<file path="config.mk">
export PLATFORM = sky130hd
export DESIGN_NAME = board_store
export DESIGN_NICKNAME = d
export VERILOG_FILES = /design/src/rtl/board_pkg.sv /design/src/rtl/board_lfsr.sv /design/src/rtl/board_store.sv
export SDC_FILE = /design/constraint.sdc
export NUM_CORES = 1
export LEC_CHECK = 0
export ABC_AREA = 1
export CELL_PAD_IN_SITES_DETAIL_PLACEMENT = 1
export CELL_PAD_IN_SITES_GLOBAL_PLACEMENT = 1
export CORE_ASPECT_RATIO = 1.4
export CORE_MARGIN = 2
export CORE_UTILIZATION = 53
export CTS_BUF_LIST = sky130_fd_sc_hd__clkbuf_2
export DETAILED_ROUTE_END_ITERATION = 8
export DONT_BUFFER_PORTS = 1
export GPL_TIMING_DRIVEN = 0
export HOLD_SLACK_MARGIN = 0.06
export PLACE_DENSITY = 0.95
export SYNTH_ARGS = -nofsm -noshare
export SYNTH_HDL_FRONTEND = slang
export SYNTH_SLANG_ARGS = --single-unit
</file>
<file path="constraint.sdc">
create_clock -name CLK -period 4.3 [get_ports CLK]
set_input_delay 0.86 -clock CLK [delete_from_list [all_inputs] [get_ports CLK]]
set_output_delay 0.86 -clock CLK [all_outputs]
set_load 0.01 [all_outputs]
</file>
<file path="src/rtl/board_pkg.sv">
// Shared definitions for the dark-chess board store: piece/colour codes,
// the per-colour piece list, the canonical layout, LFSR taps and FSM states.
package board_pkg;

    localparam logic [2:0] PIECE_NONE    = 3'd0;
    localparam logic [2:0] PIECE_SOLDIER = 3'd1;
    localparam logic [2:0] PIECE_CANNON  = 3'd2;
    localparam logic [2:0] PIECE_KNIGHT  = 3'd3;
    localparam logic [2:0] PIECE_ROOK    = 3'd4;
    localparam logic [2:0] PIECE_BISHOP  = 3'd5;
    localparam logic [2:0] PIECE_QUEEN   = 3'd6;
    localparam logic [2:0] PIECE_KING    = 3'd7;

    localparam logic COLOR_RED   = 1'b0;
    localparam logic COLOR_BLACK = 1'b1;
    localparam logic COVERED     = 1'b0;
    localparam logic UNCOVERED   = 1'b1;

    // Pieces per colour indexed by type: entry t lives at bits [4t+3:4t].
    localparam logic [31:0] PIECE_COUNTS = {4'd1, 4'd2, 4'd2, 4'd2, 4'd2, 4'd2, 4'd5, 4'd0};

    localparam logic [15:0] LFSR_TAPS = 16'hB400;

    typedef enum logic [1:0] {
        S_FILL    = 2'd0,
        S_SHUFFLE = 2'd1,
        S_READY   = 2'd2
    } state_t;

    // Walks KING down to SOLDIER so each colour lands in list order.
    function automatic logic [159:0] build_layout();
        logic [159:0] v;
        int idx;
        v   = '0;
        idx = 0;
        for (int c = 0; c < 2; c++) begin
            for (int t = 7; t >= 1; t--) begin
                for (int n = 0; n < int'(PIECE_COUNTS[4*t +: 4]); n++) begin
                    v[5*idx +: 5] = {c[0], t[2:0], COVERED};
                    idx++;
                end
            end
        end
        return v;
    endfunction

    localparam logic [159:0] CANON_LAYOUT = build_layout();

endpackage

</file>
<file path="src/rtl/board_lfsr.sv">
// 16-bit Galois LFSR feeding the shuffle; exposes its low five bits.
module board_lfsr
    import board_pkg::*;
#(
    parameter logic [15:0] SEED = 16'hACE1
) (
    input  logic       i_clk,
    input  logic       i_reset,
    input  logic       i_en,
    output logic [4:0] o_rnd
);

    logic [15:0] r_lfsr;

    // Right-shifting Galois step; a nonzero seed never reaches zero.
    always_ff @(posedge i_clk) begin
        if (i_reset) begin
            r_lfsr <= SEED;
        end else if (i_en) begin
            r_lfsr <= {1'b0, r_lfsr[15:1]} ^ (r_lfsr[0] ? LFSR_TAPS : 16'd0);
        end else begin
            r_lfsr <= r_lfsr;
        end
    end

    assign o_rnd = r_lfsr[4:0];

endmodule

</file>
<file path="src/rtl/board_store.sv">
// Board storage/setup engine for the 4x8 dark-chess board.
// Define BOARD_SHUFFLE_EN to shuffle the set after each fill.
module board_store
    import board_pkg::*;
#(
    parameter logic [15:0] LFSR_SEED        = 16'hACE1,
    parameter int          PIECES_PER_COLOR = 16
) (
    input  logic         CLK,
    input  logic         RESET,
    input  logic         new_game,
    input  logic         board_change_en,
    input  logic [4:0]   board_in_addr,
    input  logic [4:0]   board_in_piece,
    output logic [159:0] board_output,
    output logic         board_ready,
    output logic [4:0]   red_remaining,
    output logic [4:0]   black_remaining,
    output logic         game_over,
    output logic         winner,
    output logic         write_dropped
);

    state_t     r_state;
    state_t     w_state_seq;
    state_t     w_state_nxt;
    logic [4:0] r_board [32];
    logic [4:0] r_red;
    logic [4:0] r_black;
    logic       r_go;
    logic       r_winner;
    logic       r_ready;
    logic       r_wdrop;
    logic       w_wr_ok;
    logic       w_drop;
    logic [2:0] w_old_type;
    logic       w_old_color;
    logic       w_capture;

`ifdef BOARD_SHUFFLE_EN
    logic [4:0] r_idx;
    logic [4:0] w_rnd;
    logic [9:0] w_prod;
    logic [4:0] w_j;

    board_lfsr #(.SEED(LFSR_SEED)) u_lfsr (
        .i_clk   (CLK),
        .i_reset (RESET),
        .i_en    (1'b1),
        .o_rnd   (w_rnd)
    );

    // j = floor(r*(i+1)/32) is always within 0..i.
    assign w_prod = 10'(w_rnd) * (10'(r_idx) + 10'd1);
    assign w_j    = w_prod[9:5];
`endif

    assign w_wr_ok     = board_change_en && !new_game && (r_state == S_READY);
    assign w_drop      = board_change_en && !w_wr_ok;
    assign w_old_type  = r_board[board_in_addr][3:1];
    assign w_old_color = r_board[board_in_addr][4];
    assign w_capture   = (w_old_type != PIECE_NONE) && (board_in_piece[3:1] != PIECE_NONE)
                         && (w_old_color != board_in_piece[4]);

    // Sequencing of fill, shuffle and ready; new_game overrides everything.
    always_comb begin
        w_state_seq = r_state;
        case (r_state)
`ifdef BOARD_SHUFFLE_EN
            S_FILL:    w_state_seq = S_SHUFFLE;
            S_SHUFFLE: begin
                if (r_idx == 5'd1) begin
                    w_state_seq = S_READY;
                end else begin
                    w_state_seq = S_SHUFFLE;
                end
            end
`else
            S_FILL:    w_state_seq = S_READY;
`endif
            S_READY:   w_state_seq = S_READY;
            default:   w_state_seq = S_FILL;
        endcase
        w_state_nxt = new_game ? S_FILL : w_state_seq;
    end

    // Board contents, piece counts and end-of-game tracking.
    always_ff @(posedge CLK) begin
        if (RESET) begin
            for (int k = 0; k < 32; k++) begin
                r_board[k] <= 5'd0;
            end
            r_state  <= S_FILL;
            r_red    <= 5'd0;
            r_black  <= 5'd0;
            r_go     <= 1'b0;
            r_winner <= 1'b0;
            r_ready  <= 1'b0;
            r_wdrop  <= 1'b0;
`ifdef BOARD_SHUFFLE_EN
            r_idx    <= 5'd31;
`endif
        end else begin
            r_state <= w_state_nxt;
            r_ready <= (w_state_nxt == S_READY);
            r_wdrop <= w_drop;
            case (r_state)
                S_FILL: begin
                    for (int k = 0; k < 32; k++) begin
                        r_board[k] <= CANON_LAYOUT[5*k +: 5];
                    end
                    r_red    <= 5'(PIECES_PER_COLOR);
                    r_black  <= 5'(PIECES_PER_COLOR);
                    r_go     <= 1'b0;
                    r_winner <= 1'b0;
`ifdef BOARD_SHUFFLE_EN
                    r_idx    <= 5'd31;
`endif
                end
`ifdef BOARD_SHUFFLE_EN
                S_SHUFFLE: begin
                    r_board[r_idx] <= r_board[w_j];
                    r_board[w_j]   <= r_board[r_idx];
                    r_idx          <= r_idx - 5'd1;
                end
`endif
                S_READY: begin
                    if (w_wr_ok) begin
                        r_board[board_in_addr] <= board_in_piece;
                        // The first colour to run out decides the winner.
                        if (w_capture && (w_old_color == COLOR_RED)) begin
                            if (r_red != 5'd0) r_red <= r_red - 5'd1;
                            if ((r_red <= 5'd1) && !r_go) begin
                                r_go     <= 1'b1;
                                r_winner <= COLOR_BLACK;
                            end
                        end else if (w_capture) begin
                            if (r_black != 5'd0) r_black <= r_black - 5'd1;
                            if ((r_black <= 5'd1) && !r_go) begin
                                r_go     <= 1'b1;
                                r_winner <= COLOR_RED;
                            end
                        end
                    end
                end
                default: ;
            endcase
        end
    end

    for (genvar k = 0; k < 32; k++) begin : g_flat
        assign board_output[5*k +: 5] = r_board[k];
    end

    assign board_ready     = r_ready;
    assign red_remaining   = r_red;
    assign black_remaining = r_black;
    assign game_over       = r_go;
    assign winner          = r_winner;
    assign write_dropped   = r_wdrop;

endmodule

</file>
==> Yosys cells after proc, flatten, opt, wreduce, memory -nomap -nowiden <==
Memories as Yosys holds them, arrays and structs flattened.
Cells that the tools add are included.
{ "op_classes": {"bitwise": 33, "n_eq_ne": 12, "add_sub_neg": 2, "order_cmp": 2, "n_mux": 66, "reduce_logical": 22} }
{ "ops": {"columns": ["op", "count"], "rows": [
  ["2-to-1 mux 5 bit", 41],
  ["bitwise OR 1 bit", 32],
  ["case mux 5 bit (2 select lines)", 2],
  ["2-to-1 mux 1 bit", 19],
  ["<= comparator 5 x 1 -> 1 bit (second input constant)", 2],
  ["AND reduction 5 bit", 2],
  ["nonzero test 5 bit", 2],
  ["subtractor 5 x 1 -> 5 bit (second input constant)", 2],
  ["logical AND 1 bit", 8],
  ["!= test 2 x 1 -> 1 bit (second input constant)", 3],
  ["!= test 2 bit (second input constant)", 3],
  ["!= test 3 x 2 -> 1 bit (second input constant)", 2],
  ["nonzero test 3 bit", 2],
  ["OR reduction 5 bit", 1],
  ["equality test 2 bit (second input constant)", 2],
  ["2-to-1 mux 2 bit", 2],
  ["case mux 1 bit (2 select lines)", 2],
  ["AND reduction 4 bit", 1],
  ["zero test 1 bit", 3],
  ["!= test 3 x 1 -> 1 bit (second input constant)", 1],
  ["zero test 2 bit", 1],
  ["nonzero test 2 bit", 1],
  ["OR reduction 2 bit", 1],
  ["!= test 1 bit", 1],
  ["inverter 1 bit", 1]
]} }
{ "word_totals": {"out_inout_bits": 174, "inputBits": 14, "reg_bits": 16, "memories": 1, "wordCells": 145, "ramBits": 160} }
{ "memory_table": {"columns": ["name", "depth", "word_bits", "rd", "rd_ports_with_merged_regs", "wr", "line", "source"], "rows": [
  ["r_board", 32, 5, 33, 0, 32, "board_store.sv:27", "logic [4:0] r_board [32];"]
]} }

==> Logic depth before layout (Yosys ltp) <==
Gate-level depths: netlist of run 1.
{ "logic_depth": {"depth_word": 9, "ltp_mapped": 19, "ltp_nobuf": 17} }

==> Least setup slack after synthesis of run 1 <==
Ideal clock, no wire load.
{ "synth_path": {"kind": "input to register", "from": "in RESET", "to": "mem r_board[10][0] (enable)", "path_buffers": 1, "setup_time_ps": 313, "required_ps": 3987, "arrival_ps": 2352, "setup_slack_ps": 1634, "stages": 8, "path_cell_list": "clkbuf_1 -> nor2_2 -> inv_1 -> nor2_1 -> inv_1 -> nor4_2 -> nand2_1 -> nand2_1"} }
{ "synth_lines": {"columns": ["element", "line", "source"], "rows": [
  ["start: declaration", "board_store.sv:10", "input logic RESET,"],
  ["end: declaration", "board_store.sv:27", null]
]} }

==> results by group, run 1 <==
Critical path
  • Req. time, crit path: 4.80 ns
  • Max incr delay on CP: 0.54 ns
  • Crit Reg-Reg Startpoint: board_ready$_SDFF_PP0_
  • Worst Path Arrival: 4.16 ns
  • CP Max Fanout: 10
  • Worst setup path category: reg2reg
  • Slowest cell on the critical path: nor2_1
  • FF-to-FF End: r_board[15][3]$_SDFFCE_PN0P_
  • Critical path endpoint category: flip-flop
  • WP buf/inv: 4
  • Worst setup SP type: flip-flop
  • Family with the most delay on the worst path: simple AND/OR/NAND/NOR gates
  • Critical Path, Cell by Cell: buf_2 -> inv_2 -> nor2_2 -> inv_1 -> nor2_1 -> inv_1 -> nor4_2 -> nand2_1 -> nand2_1
  • Worst reg2reg setup slack: 0.64 ns
  • R2R depth: 9

Layout
  • Layout Nets: 960
  • Share of layout cells above drive strength 1: 7.24%
  • Final instance area: 0.00882 mm²
  • Util after Layout: 57.3%
  • Area grow syn2layout: 6.78%
  • Fillers: 1833

STA
  • Slew Viols, Final: 0
  • Tmin final: 3.66 ns
  • Setup tns final: 0 ns
  • Final worst path period share: 85.2%
  • Achievable Freq: 273 MHz
  • Worst Skew: 0.0373 ns
  • Final hold vios: 0
  • Rel. slew slack: 35.4%
  • WHS: 0.105 ns
  • Fin worst setup slack: 0.637 ns
  • Setup-failing EPs final: 0
  • RSZ-0062 raised after global routing: no
  • Least-Margin Pin Slew: 0.969 ns

Min path
  • Worst Hold Launch: new_game
  • Hold path endpoint: board_ready$_SDFF_PP0_
  • Min-Delay Path Class: in2reg
  • Hold path depth: 1

Die
  • Die H: 152 µm
  • # rows: 54
  • Die W: 110 µm
  • Die Area: 0.0166 mm²
  • Starting Density: 53.6%
  • Placeable core region: 0.0154 mm²
  • Ports: 188

Drt
  • DRC Markers: 0
  • TritonRoute pass-1 iters: 8
  • Post-route ant nets: 0
  • Via count: 7390
  • Detailed Route Iter0 Violations: 757
  • DR vias/cell: 6.42
  • WL/cell: 27.8 µm
  • Final WL: 32.0 mm

GRT
  • Vias in the first global route: 7665
  • Initial antenna violation count: 2
  • GRT Residual Overflow: 0
  • Largest net degree at the start of global routing: 17
  • GR Util met3: 13.3%
  • Grt peak-use layer: met2
  • M1 GR Usage: 39.2%
  • Global Route met2 Usage: 63.5%
  • First-pass GRT wire length: 45.5 mm
  • All-Layer GR Usage: 38.7%

Clock network
  • Max Root-Sink Buffers: 2
  • H-Tree Depth: 4
  • Worst-Skew Late Latency: 0.79 ns
  • Reg clk slew, reported paths: 0.27 ns
  • CTS Root Cell: clkbuf_2
  • CTS buffer count: 17
  • Post-CTS Repair Setup Buffers: 0
  • Hold_buf cts: 0
  • CTS tree: done
  • Number of gates resized after CTS: 0
  • Clock Sinks: 174

Power
  • Leakage power: 0.00379 µW
  • VDD IR-drop max: 0.235 mV
  • Pwr dens: 394 mW/mm²

Synth
  • Post-synthesis instance area: 0.00826 mm²
  • Synth area leaders: edfxtp_1, nand2_1, nor2_1
  • Seq/Total Area, Yosys: 61.5%
  • Library cells used by synthesis: 32
  • Synth Instances: 921
  • Post-synth top area share: 58.1%
  • Mapped Avg Cell Area: 8.97 µm²
  • Net Count, Synth: 941
  • #FFs+latches synth: 174
  • Largest area contributor in the netlist: edfxtp_1
  • Ys Warns: 0

Place
  • Final HPWL DP: 23.0 mm
  • Post-place setup slack: 0.435 ns
  • Port-buffer cells: 0
  • Placed inst area: 0.00851 mm²
  • Gpl congestion: 1.01

Run
  • MaxCap Viol Count: 0

Status
  • Status: finished clean
## cells by family after synthesis
kind of cell / synth area share, %
DFF: 61.5
AOI/OAI and AO/OA: 5.38
buffers and inverters: 4.48
xor gates and xnor gates: 0.212
and+or+nand+nor: 27.5
adders and majority gates: 0.909
## layout make-up
class / count / area, µm² / share of cell area, %
clock inverter: 12 / 210 / 2.38
tap: 196 / 245 / 2.78
buffer: 43 / 186 / 2.11
multi-input combinational: 655 / 2810 / 31.8
antenna: 2 / 5.00 / 0.0567
sequential: 174 / 5080 / 57.6
inverter: 49 / 184 / 2.08
clock buffer: 20 / 100 / 1.13
## cell usage in the layout (no fill, tap or decap), drive strengths merged
cell / instances
diode: 2
inv: 52
bufinv: 5
a21oi: 14
clkbuf: 44
xnor2: 2
edfxtp: 160
clkinvlp: 3
and2: 1
o31ai: 1
dfxtp: 14
nor4: 4
a31oi: 1
nand3: 21
clkinv: 1
nor3: 10
nor2: 141
o21ai: 67
o2111ai: 2
nand4: 13
a211oi: 1
nand3b: 1
buf: 19
nand2: 370
ha: 6
## metrics by stage
step | total power, µW | cells
finish | 3480 | 1151
global route | 3550 | 1151
CTS | 3440 | 1149
detailed placement | 2400 | 1117
global placement | 2370 | 1117
floorplan | 2240 | 921
## synth_stat cells
cell,instances
nand2_1,368
edfxtp_1,160
nor2_1,137
o21ai_0,66
inv_1,42
clkbuf_1,24
nand3_1,20
a21oi_1,14
buf_2,14
dfxtp_1,14
nand4_1,11
nor3_1,8
ha_1,6
inv_2,6
nor4_2,4
buf_1,3
buf_4,2
nand2_2,2
nand4_2,2
nor2_2,2
nor2_4,2
nor3_2,2
o2111ai_1,2
xnor2_1,2
a211oi_1,1
a31oi_1,1
and2_1,1
clkinv_1,1
nand3_2,1
nand3b_1,1
o21ai_1,1
o31ai_1,1
## where the power goes
group	internal, µW	switching (µW)
clock	456	645
sequential	1920	107
combinational	77.9	270
## state kept, by name, summed over array words and instances (netlist names)
name,cells
board_ready,1
write_dropped,1
red_remaining,5
winner,1
game_over,1
r_board,160
black_remaining,5
## per-layer routing
metal | part of all wire [%] | up-vias
li1 | - | 3068
met1 | 30 | 3526
met2 | 49 | 594
met3 | 12 | 202
met4 | 9.2 | 0
met5 | 0 | -
## worst max-delay path by stage
stage | from | endpoint | slack, ns | cells past startpoint
2_1_floorplan | RESET | r_board[10][0]$_SDFFCE_PN0P_ | 1.63 | 8
3_3_place_gp | RESET | r_board[15][2]$_SDFFCE_PN0P_ | 0.56 | 8
3_5_place_dp | RESET | r_board[15][3]$_SDFFCE_PN0P_ | 0.43 | 8
4_1_cts | board_ready$_SDFF_PP0_ | r_board[15][3]$_SDFFCE_PN0P_ | 0.74 | 9
5_1_grt | board_ready$_SDFF_PP0_ | r_board[0][3]$_DFFE_PP_ | 0.53 | 9
6_report | board_ready$_SDFF_PP0_ | r_board[15][3]$_SDFFCE_PN0P_ | 0.64 | 9
(Power assumes the default switching activity.)
==> inputs of run 2 (changes only) <==
- CELL_PAD_IN_SITES_DETAIL_PLACEMENT: 1 -> not set
- CELL_PAD_IN_SITES_GLOBAL_PLACEMENT: 1 -> not set
- CORE_UTILIZATION: 53 -> 70
==> results by group, run 2 (synthesis gave the netlist of run 1 again) <==
Die
  • Placeable core region: 0.0114 mm²
  • Die W: 95.8 µm
  • Die H: 133 µm
  • Ports: 188
  • Starting Density: 72.5%
  • # rows: 46
  • Die Area: 0.0127 mm²

Critical path
  • Req. time, crit path: 4.83 ns
  • CP Max Fanout: 10
  • Critical Path, Cell by Cell: buf_2 -> inv_2 -> nor2_2 -> inv_1 -> nor2_1 -> inv_1 -> nor4_2 -> nand2_1 -> nand2_1
  • Critical path endpoint category: flip-flop
  • WP buf/inv: 4
  • Slowest cell on the critical path: nor4_2
  • Worst Path Arrival: 3.91 ns
  • Worst setup path category: reg2reg
  • Worst setup SP type: flip-flop
  • Max incr delay on CP: 0.48 ns
  • Family with the most delay on the worst path: simple AND/OR/NAND/NOR gates

Layout
  • Area grow syn2layout: 5.51%
  • Share of layout cells above drive strength 1: 7.14%
  • Top reg by flops: r_board
  • Most frequent cells in the layout: nand2_1, edfxtp_1, nor2_1, o21ai_0, inv_1
  • Layout Nets: 960
  • Final instance area: 0.00872 mm²
  • Filler-free cell count of the finished design: 1098
  • Commonest non-fill, non-tap cell in the layout: nand2_1
  • Number of flip-flops in the largest register: 160

STA
  • Setup tns final: 0 ns
  • Achievable Freq: 296 MHz
  • Rel. slew slack: 41.1%
  • Final worst path period share: 78.5%
  • Fin worst setup slack: 0.923 ns
  • RSZ-0062 raised after global routing: no
  • Least-Margin Pin Slew: 0.884 ns
  • Setup-failing EPs final: 0
  • Worst Skew: 0.0375 ns
  • Tmin final: 3.38 ns
  • Slew Viols, Final: 0
  • Final hold vios: 0

Clock network
  • CTS Root Cell: clkbuf_2
  • Max Root-Sink Buffers: 2
  • H-Tree Depth: 4
  • CTS buffer count: 17
  • Post-CTS Repair Setup Buffers: 0
  • CTS tree: done
  • Hold_buf cts: 0
  • Clock Sinks: 174
  • Worst-Skew Late Latency: 0.83 ns
  • Number of gates resized after CTS: 0
  • Reg clk slew, reported paths: 0.24 ns

Status
  • Failing checks: design-rule violations
  • Status: finished with violations

Power
  • Pwr dens: 382 mW/mm²
  • VDD IR-drop max: 0.247 mV
  • Leakage power: 0.00378 µW

GRT
  • Vias in the first global route: 7452
  • GRT Residual Overflow: 0
  • All-Layer GR Usage: 43.4%
  • First-pass GRT wire length: 39.8 mm
  • Initial antenna violation count: 1
  • Largest net degree at the start of global routing: 17

Drt
  • WL/cell: 24.6 µm
  • DR vias/cell: 6.77
  • Detailed Route Iter0 Violations: 1228
  • Final WL: 27.0 mm
  • TritonRoute pass-1 iters: 9
  • Post-route ant nets: 0
  • DRC Markers: 2
  • Via count: 7429

Place
  • Gpl congestion: 1.03
  • Placed Cells incl. Taps: 1065
  • Final HPWL DP: 19.1 mm
  • Placed inst area: 0.00844 mm²
  • Port-buffer cells: 0
  • Post-place setup slack: 0.766 ns

Min path
  • Min-Delay Path Class: in2reg

Run
  • MaxCap Viol Count: 0
-- run 2: worst reg2reg max path, stage by stage, from the launching register on --
cell and delay, ns:
dfxtp_1 0.43, buf_2 0.27, inv_2 0.11, nor2_2 0.39, inv_1 0.11, nor2_1 0.41
inv_1 0.26, nor4_2 0.48, nand2_1 0.33, nand2_1 0.32
-- run 2: cell type report --
cell class | instances | area (µm²)
Sequential cell | 174 | 5080
Multi-Input combinational cell | 655 | 2810
Fill cell | 736 | 2680
Buffer | 43 | 186
Inverter | 49 | 184
Clock inverter | 14 | 183
Tap cell | 144 | 180
Clock buffer | 18 | 90.1
Antenna cell | 1 | 2.50
-- run 2: stage by stage --
step           utilization [%]  power [µW]  hold WS, ns
2_1_floorplan                -        2240        0.510
3_3_place_gp              74.1        2360        0.521
3_5_place_dp              74.1        2370        0.543
4_1_cts                   76.5        3260        0.134
5_1_grt                   76.5        3380       0.0930
6_report                  76.5        3330       0.0792
-- run 2: worst paths after layout --
| check | from | endpoint | slack, ns | cells after the start |
|---|---|---|---|---|
| max | board_ready$_SDFF_PP0_ | r_board[3][4]$_SDFFCE_PN0P_ | 0.92 | 9 |
| min | new_game | board_ready$_SDFF_PP0_ | 0.08 | 1 |
| max reg2reg | board_ready$_SDFF_PP0_ | r_board[3][4]$_SDFFCE_PN0P_ | 0.92 | 9 |
| min reg2reg | black_remaining[4]$_SDFFE_PP0P_ | black_remaining[4]$_SDFFE_PP0P_ | 0.57 | 2 |
-- run 2: per-layer routing --
metal	routed length (µm)	vias up	track usage, %
li1	-	3066	-
met4	2720	0	33.1
met5	0	-	0
met2	12500	836	67.2
met1	7210	3260	46.5
met3	4590	267	17.2
-- run 2: power breakdown --
group          internal, µW  leakage [µW]  switching [µW]  total [µW]
Sequential             1920       0.00193             105        2030
Combinational          77.8       0.00168             251         329
Clock                   344      0.000165             632         976
